**src/rtl/oklab_conv_arb.sv**
```systemverilog
// oklab_conv_arb: line-granular round-robin arbiter that time-shares one
// ycbcr2oklab converter between two YCbCr line sources. A whole line
// (hstr..hend) is granted to one source, its pixels and syncs are registered
// into the converter, and a source tag follows the converter latency so the
// converter output can be attributed back to the right source.
//
// Optional feature: define OKLAB_ARB_LINECNT_EN to add per-source completed
// line counters (o_lcnt0/1) with a synchronous clear input (i_lcnt_clr).

module oklab_conv_arb #(
    parameter int CIW      = 12,
    parameter int PIPE_LAT = 8
`ifdef OKLAB_ARB_LINECNT_EN
    ,
    parameter int CNT_W    = 12
`endif
) (
    input  logic           clk,
    input  logic           rst_n,

    input  logic           i_req0,
    input  logic           i_req1,
    output logic           o_gnt0,
    output logic           o_gnt1,

    input  logic [CIW-1:0] i_y0,
    input  logic [CIW:0]   i_cb0_sgn,
    input  logic [CIW:0]   i_cr0_sgn,
    input  logic           i_hstr0,
    input  logic           i_hend0,
    input  logic           i_href0,

    input  logic [CIW-1:0] i_y1,
    input  logic [CIW:0]   i_cb1_sgn,
    input  logic [CIW:0]   i_cr1_sgn,
    input  logic           i_hstr1,
    input  logic           i_hend1,
    input  logic           i_href1,

    output logic [CIW-1:0] o_conv_y,
    output logic [CIW:0]   o_conv_cb_sgn,
    output logic [CIW:0]   o_conv_cr_sgn,
    output logic           o_conv_hstr,
    output logic           o_conv_hend,
    output logic           o_conv_href,

    input  logic           i_conv_hend,
    output logic           o_tag,
    output logic           o_line_done0,
    output logic           o_line_done1,
    output logic           o_err
`ifdef OKLAB_ARB_LINECNT_EN
    ,
    input  logic             i_lcnt_clr,
    output logic [CNT_W-1:0] o_lcnt0,
    output logic [CNT_W-1:0] o_lcnt1
`endif
);

    typedef enum logic [1:0] {
        IDLE  = 2'd0,
        BUSY0 = 2'd1,
        BUSY1 = 2'd2
    } state_t;

    state_t state;
    state_t state_nxt;
    logic   last;
    logic   last_nxt;
    logic   tag_r;
    logic [PIPE_LAT-1:0] tag_pipe;

    // Next-state logic: grant a whole line, alternate on ties, release on the owner's hend.
    always_comb begin
        state_nxt = state;
        last_nxt  = last;
        case (state)
            IDLE: begin
                if (i_req0 && i_req1) begin
                    if (last) begin
                        state_nxt = BUSY0;
                        last_nxt  = 1'b0;
                    end else begin
                        state_nxt = BUSY1;
                        last_nxt  = 1'b1;
                    end
                end else if (i_req0) begin
                    state_nxt = BUSY0;
                    last_nxt  = 1'b0;
                end else if (i_req1) begin
                    state_nxt = BUSY1;
                    last_nxt  = 1'b1;
                end
            end
            BUSY0: begin
                if (i_hend0) begin
                    state_nxt = IDLE;
                end
            end
            BUSY1: begin
                if (i_hend1) begin
                    state_nxt = IDLE;
                end
            end
            default: begin
                state_nxt = IDLE;
            end
        endcase
    end

    // State register; last starts at 1 so source 0 wins the first tie.
    always_ff @(posedge clk or negedge rst_n) begin
        if (!rst_n) begin
            state <= IDLE;
            last  <= 1'b1;
        end else begin
            state <= state_nxt;
            last  <= last_nxt;
        end
    end

    assign o_gnt0 = (state == BUSY0);
    assign o_gnt1 = (state == BUSY1);

    // Registered mux into the converter; syncs drop and data holds while nobody owns it.
    always_ff @(posedge clk or negedge rst_n) begin
        if (!rst_n) begin
            o_conv_y      <= '0;
            o_conv_cb_sgn <= '0;
            o_conv_cr_sgn <= '0;
            o_conv_hstr   <= 1'b0;
            o_conv_hend   <= 1'b0;
            o_conv_href   <= 1'b0;
            tag_r         <= 1'b0;
        end else begin
            tag_r <= (state == BUSY1);
            case (state)
                BUSY0: begin
                    o_conv_y      <= i_y0;
                    o_conv_cb_sgn <= i_cb0_sgn;
                    o_conv_cr_sgn <= i_cr0_sgn;
                    o_conv_hstr   <= i_hstr0;
                    o_conv_hend   <= i_hend0;
                    o_conv_href   <= i_href0;
                end
                BUSY1: begin
                    o_conv_y      <= i_y1;
                    o_conv_cb_sgn <= i_cb1_sgn;
                    o_conv_cr_sgn <= i_cr1_sgn;
                    o_conv_hstr   <= i_hstr1;
                    o_conv_hend   <= i_hend1;
                    o_conv_href   <= i_href1;
                end
                default: begin
                    o_conv_hstr   <= 1'b0;
                    o_conv_hend   <= 1'b0;
                    o_conv_href   <= 1'b0;
                end
            endcase
        end
    end

    // Tag delay line matched to converter latency; shifts every cycle so adjacent lines never alias.
    always_ff @(posedge clk or negedge rst_n) begin
        if (!rst_n) begin
            tag_pipe <= '0;
        end else begin
            tag_pipe[0] <= tag_r;
            for (int i = 1; i < PIPE_LAT; i++) begin
                tag_pipe[i] <= tag_pipe[i-1];
            end
        end
    end

    assign o_tag = tag_pipe[PIPE_LAT-1];

    // Line-done pulses: converter hend attributed by the aligned tag.
    always_ff @(posedge clk or negedge rst_n) begin
        if (!rst_n) begin
            o_line_done0 <= 1'b0;
            o_line_done1 <= 1'b0;
        end else begin
            o_line_done0 <= i_conv_hend & ~o_tag;
            o_line_done1 <= i_conv_hend & o_tag;
        end
    end

    // Sticky error: an ungranted source asserted href.
    always_ff @(posedge clk or negedge rst_n) begin
        if (!rst_n) begin
            o_err <= 1'b0;
        end else if ((i_href0 && (state != BUSY0)) || (i_href1 && (state != BUSY1))) begin
            o_err <= 1'b1;
        end
    end

`ifdef OKLAB_ARB_LINECNT_EN
    // Completed-line counters; clear wins over a same-cycle increment.
    always_ff @(posedge clk or negedge rst_n) begin
        if (!rst_n) begin
            o_lcnt0 <= '0;
            o_lcnt1 <= '0;
        end else if (i_lcnt_clr) begin
            o_lcnt0 <= '0;
            o_lcnt1 <= '0;
        end else begin
            if (o_line_done0) begin
                o_lcnt0 <= o_lcnt0 + CNT_W'(1);
            end
            if (o_line_done1) begin
                o_lcnt1 <= o_lcnt1 + CNT_W'(1);
            end
        end
    end
`else
    // No line counters in this build.
`endif

endmodule

```
**config.mk**
```make
export PLATFORM = sky130hd
export DESIGN_NAME = oklab_conv_arb
export DESIGN_NICKNAME = d
export VERILOG_FILES = /design/src/rtl/oklab_conv_arb.sv
export SDC_FILE = /design/constraint.sdc
export NUM_CORES = 1
export LEC_CHECK = 0
export CAP_MARGIN = 20
export CORE_UTILIZATION = 39
export DETAILED_ROUTE_END_ITERATION = 8
export PLACE_DENSITY = 0.8
export SLEW_MARGIN = 10
export SYNTH_ARGS = -nofsm -noshare
export SYNTH_HDL_FRONTEND = slang
export SYNTH_SLANG_ARGS = --single-unit
```
**constraint.sdc**
```tcl
create_clock -name clk -period 1.6 [get_ports clk]
set_input_delay 0.16 -clock clk [delete_from_list [all_inputs] [get_ports clk]]
set_output_delay 0.16 -clock clk [all_outputs]
set_load 0.005 [all_outputs]
```
### Word level (Yosys, flattened, before mapping)

Index checks and enable logic that the tools add are counted.

| operators by class | value |
|---|---|
| equal/unequal tests | 7 |
| multiplexer cells | 17 |
| bitwise gates (word level) | 3 |
| reduce and logical (&&, ||, !) cells | 9 |

Operators by type and width:

| cell | number |
|---|---|
| $pmux W13 S2 | 2 |
| $pmux W12 S2 | 1 |
| $mux W2 | 6 |
| $ne A2 B1 Y1 const B | 3 |
| $pmux W1 S2 | 3 |
| $pmux W2 S3 | 1 |
| $mux W1 | 4 |
| $ne A4 B4 Y1 const B | 1 |
| $logic_and A1 B1 Y1 | 3 |
| $reduce_and A3 Y1 | 1 |
| $reduce_bool A3 Y1 | 1 |
| $and A1 B1 Y1 | 2 |
| $eq A2 B1 Y1 const B | 1 |
| $eq A2 B2 Y1 const B | 1 |
| $logic_not A2 Y1 | 1 |
| $ne A2 B2 Y1 const B | 1 |
| $reduce_and A2 Y1 | 1 |
| $reduce_bool A2 Y1 | 1 |
| $logic_or A1 B1 Y1 | 1 |
| $not A1 Y1 | 1 |

| storage, ports and cells | value |
|---|---|
| register bits after elaboration | 56 |
| output and inout bits | 47 |
| word-level logic and storage cells | 49 |

### Logic depth before layout (Yosys ltp)

| depth | value |
|---|---|
| depth in word-level cells | 4 |
| gate-level depth with buffers | 7 |
| depth with buffers taken out | 5 |

### Worst setup path before layout

OpenSTA, ideal clock, no wires.

| path | value |
|---|---|
| kind | reg2reg |
| from | register state[0] |
| to | register o_conv_cb_sgn[10] |
| setup time | 137 ps |
| arrival | 1228 ps |
| data required time | 1463 ps |
| setup slack | 235 ps |
| stages on the path, launching flop included | 7 |
| path through | dfrtp_1 inv_1 ha_1 buf_6 buf_12 mux2i_1 a21oi_1 |

| between the ends | value |
|---|---|
| longest elaborated chain between the ends | 2 |

RTL lines:

| item | line | source |
|---|---|---|
| from (decl) | 66 | `state_t state;` |
| from (signal assigned) | 117 | `state <= state_nxt;` |
| $eq A2 B2 Y1 (*) | n/a |  |
| net o_gnt1 | 24 | `output logic o_gnt1,` |
| $pmux W13 S2 or $reduce_bool A2 Y1 (tied branches) | n/a |  |
| to (signal assigned) | 140 | `o_conv_cb_sgn <= i_cb0_sgn;` |
| to (signal assigned) | 148 | `o_conv_cb_sgn <= i_cb1_sgn;` |
| to (decl) | 41 | `output logic [CIW:0] o_conv_cb_sgn,` |

The timed path passes the listed nets; every way through them passes the cells marked *.
A chain may end at the register's enable or synchronous reset.

### Worst setup path after layout

| path | value |
|---|---|
| from | register state[1] |
| to | output o_gnt1 |

| between the ends | value |
|---|---|
| longest elaborated chain between the ends | 1 |

RTL lines:

| item | line | source |
|---|---|---|
| $eq A2 B2 Y1 | 123 | `assign o_gnt1 = (state == BUSY1);` |
| to (decl) | 24 |  |

Every way passes these cells.

==> results.yml <==
global_route:
  grt_max_degree: 50
  grt_first_pass_wirelength_um: 9180
  antenna_found_initial: 0
  grt_overflow_total: 0
  first_global_vias: 2073
  gr-usage-all-layers: 0.180
sta:
  finClkSkew_ns: 0.00876
  rsz0062_at_grt: "false"
  fmax_mhz: 689
  drv_slew: 0
  min_period_over_period: 0.907
  setup_violations: 0
  setup_ws_ns: 0.148
  tightest_slew_ns: 0.314
  final-hold-violation-count: 0
  fin_crit_ns: 1.45
  setup_tns_ns: 0
  slew_headroom: 0.791
synth:
  syn_area_per_cell_um2: 11.5
  synth_top_area_cell: "dfrtp_1"
  synth_nets: 307
  yosys_register_bits: 56
  synth_top_area_frac: 0.556
  synth_cells: 216
  yosys.area_share.simple: 0.0884
  synth_area_um2: 2480
  synth_top_family_by_area: "multiplexers"
  ys_warn_count: 0
  synth_xor_area_frac: 0
  synth_adder_area_share: 0.0202
  synth.area.top_cells: "dfrtp_1, mux2i_1, a21oi_1"
  yosysSeqAreaShare: 0.566
  muxShareOfSynthArea: 0.154
  synth_compound_area_frac: 0.111
  synth_cell_types: 27
critical_path:
  worstPathCellList: "buf_4, ha_4, dlygate4sd2_1"
  required_ns: 1.44
  worstSetupPathType: "register to output port"
  cp-start-kind: "register"
  end_kind: "output port"
  arrival_ns: 1.29
  worstPathMaxFanout: 3
  rrSetupSlack_ns: 0.15
  cpPeakStageDelay_ns: 0.41
  cpMaxStageDelayCell: "dfrtp_1"
floorplanning:
  chipWidth_um: 81.7
  io_pins: 134
  num_rows: 28
  die_h_um: 81.7
  coreArea_um2: 6030
  dieArea_um2: 6670
  start_util: 0.411
drt:
  postRouteAntennaNets: 0
  first_pass_iters: 4
  drt-initial-drc-count: 55
  drc: 0
  vias: 2078
  drt-wirelength-per-cell_um: 13.4
  viasPerCell: 4.87
  routed_wl_um: 5720
placement:
  post-place-ws_ns: 0.0779
  hpwl_um: 4370
  place_area_um2: 3880
  portBuffers: 133
  gp_congestion: 0.746
  place_inst: 417
layout:
  n_antenna_cell: 0
  nFillCells: 498
  syn_to_final_growth_pct: 61.3
  fin_nets: 443
  fin_cells: 427
  layout-drive-gt1-share: 0.0682
  fin_area_um2: 4000
status:
  status: "complete, no violations"
pwr:
  power_mw: 6.60
  powerDensity_nw_per_um2: 1650
  p_leak_nw: 1.65
  ir_drop_mv: 1.64
clock_network:
  cts-root-buf: "clkbuf_8"
  clockBufferDepth: 2
  clock_latency_ns: 0.30
  cts.clk_slew.worst_paths_ns: 0.09
  cts_tree: "done"
  htreeDepth: 2
  numCtsBuffers: 5
  cts.sinks: 56
min_path:
  min_path_type: "primary input to asynchronous set/reset pin"
run:
  drv_cap: 0
state kept, by name, summed over array words and instances (netlist names), 2 cells and up:
register	flops
state	2
tag_pipe	8
o_conv_y	12
o_conv_cb_sgn	13
o_conv_cr_sgn	13
metrics by stage:
stage | hold slack [ns] | utilization
after detailed placement | 0.0720 | 0.644
final | 0.266 | 0.663
after CTS | 0.274 | 0.663
after global routing | 0.302 | 0.663
after floorplan | -0.136 | -
after global placement | 0.0593 | 0.644
placed cells by master (no fill, tap or decap), types with 2 or more instances in the layout:
cell type / count
nor2b_1: 4
inv_2: 2
dfrtp_1: 55
nand2_1: 2
clkdlybuf4s50_1: 130
clkbuf_8: 5
inv_1: 2
dlygate4sd2_1: 2
a22oi_1: 3
a21oi_1: 40
nor2_1: 39
mux2i_1: 38
ha_1: 2
buf_4: 4
buf_12: 5
per-layer routing:
| layer | up-vias | share of wire | global-route usage |
|---|---|---|---|
| met4 | 0 | 0.0026 | 0.0316 |
| met2 | 77 | 0.52 | 0.334 |
| met3 | 2 | 0.077 | 0.0500 |
| met1 | 984 | 0.40 | 0.207 |
| met5 | - | 0 | 0 |
| li1 | 1015 | - | - |
report_power, final:
group	internal (mW)	switching (mW)	total [mW]
combinational	1.98	1.52	3.50
sequential	2.07	0.310	2.38
clock	0.297	0.421	0.718
total	4.35	2.25	6.60
critical path: cells and delay by family (launching register included):
family,cells,cell delay (ns)
fa+ha+maj,1,0.17
buf+inv,2,0.42
flops,1,0.41
cell usage after synthesis, drive strengths merged:
cell type  instances
dfrtp             55
a21oi             40
nor2              39
mux2i             38
buf               12
ha                 4
inv                4
nor2b              4
a22oi              3
clkbuf             2
nand2              2
nand2b             2
a21o               1
a31oi              1
a41oi              1
and2               1
and3               1
dfstp              1
nand3              1
o211a              1
o21ai              1
o22ai              1
or2b               1
kinds of logic (layout without fill, tap and decap cells):
logic type / Yosys count / after routing
adder cells (fa/ha/maj): 4 / 4
flip-flops: 56 / 56
buffers and inverters: 18 / 154
AO/OA/AOI/OAI: 49 / 49
multiplexers: 38 / 38
AND/OR/NAND/NOR: 51 / 51
path summary, 6_finish.rpt:
path | from | end | cells past startpoint
worst max-delay path | state[1]$_DFFE_PN0P_ | o_gnt1 | 3
worst min-delay path | rst_n | o_line_done1$_DFF_PN0_ | 2
worst max register to register | state[0]$_DFFE_PN0P_ | state[0]$_DFFE_PN0P_ | 6
worst min register to register | tag_pipe[2]$_DFF_PN0_ | tag_pipe[3]$_DFF_PN0_ | 0
max in group asynchronous | rst_n | last$_DFFE_PN1P_ | 3
min in group clk | tag_pipe[2]$_DFF_PN0_ | tag_pipe[3]$_DFF_PN0_ | 0
cell type report:
class	count	area [um2]	area share
Timing Repair Buffer	143	1460	0.366
Sequential cell	56	1400	0.351
Multi-Input combinational cell	142	938	0.235
Tap cell	75	93.8	0.0235
Clock buffer	5	68.8	0.0172
Inverter	4	15.0	0.00376
Clock inverter	2	12.5	0.00313
what timing repair did:
item | in CTS | in global routing
endpoints found under the setup margin | 2 | 0
endpoints found under the hold margin | 10 | 0
hold buffers | 1 | 0
resized for setup | 5 | 0
buffers inserted | 2 | 0
Power figures use the tool's default switching activity.
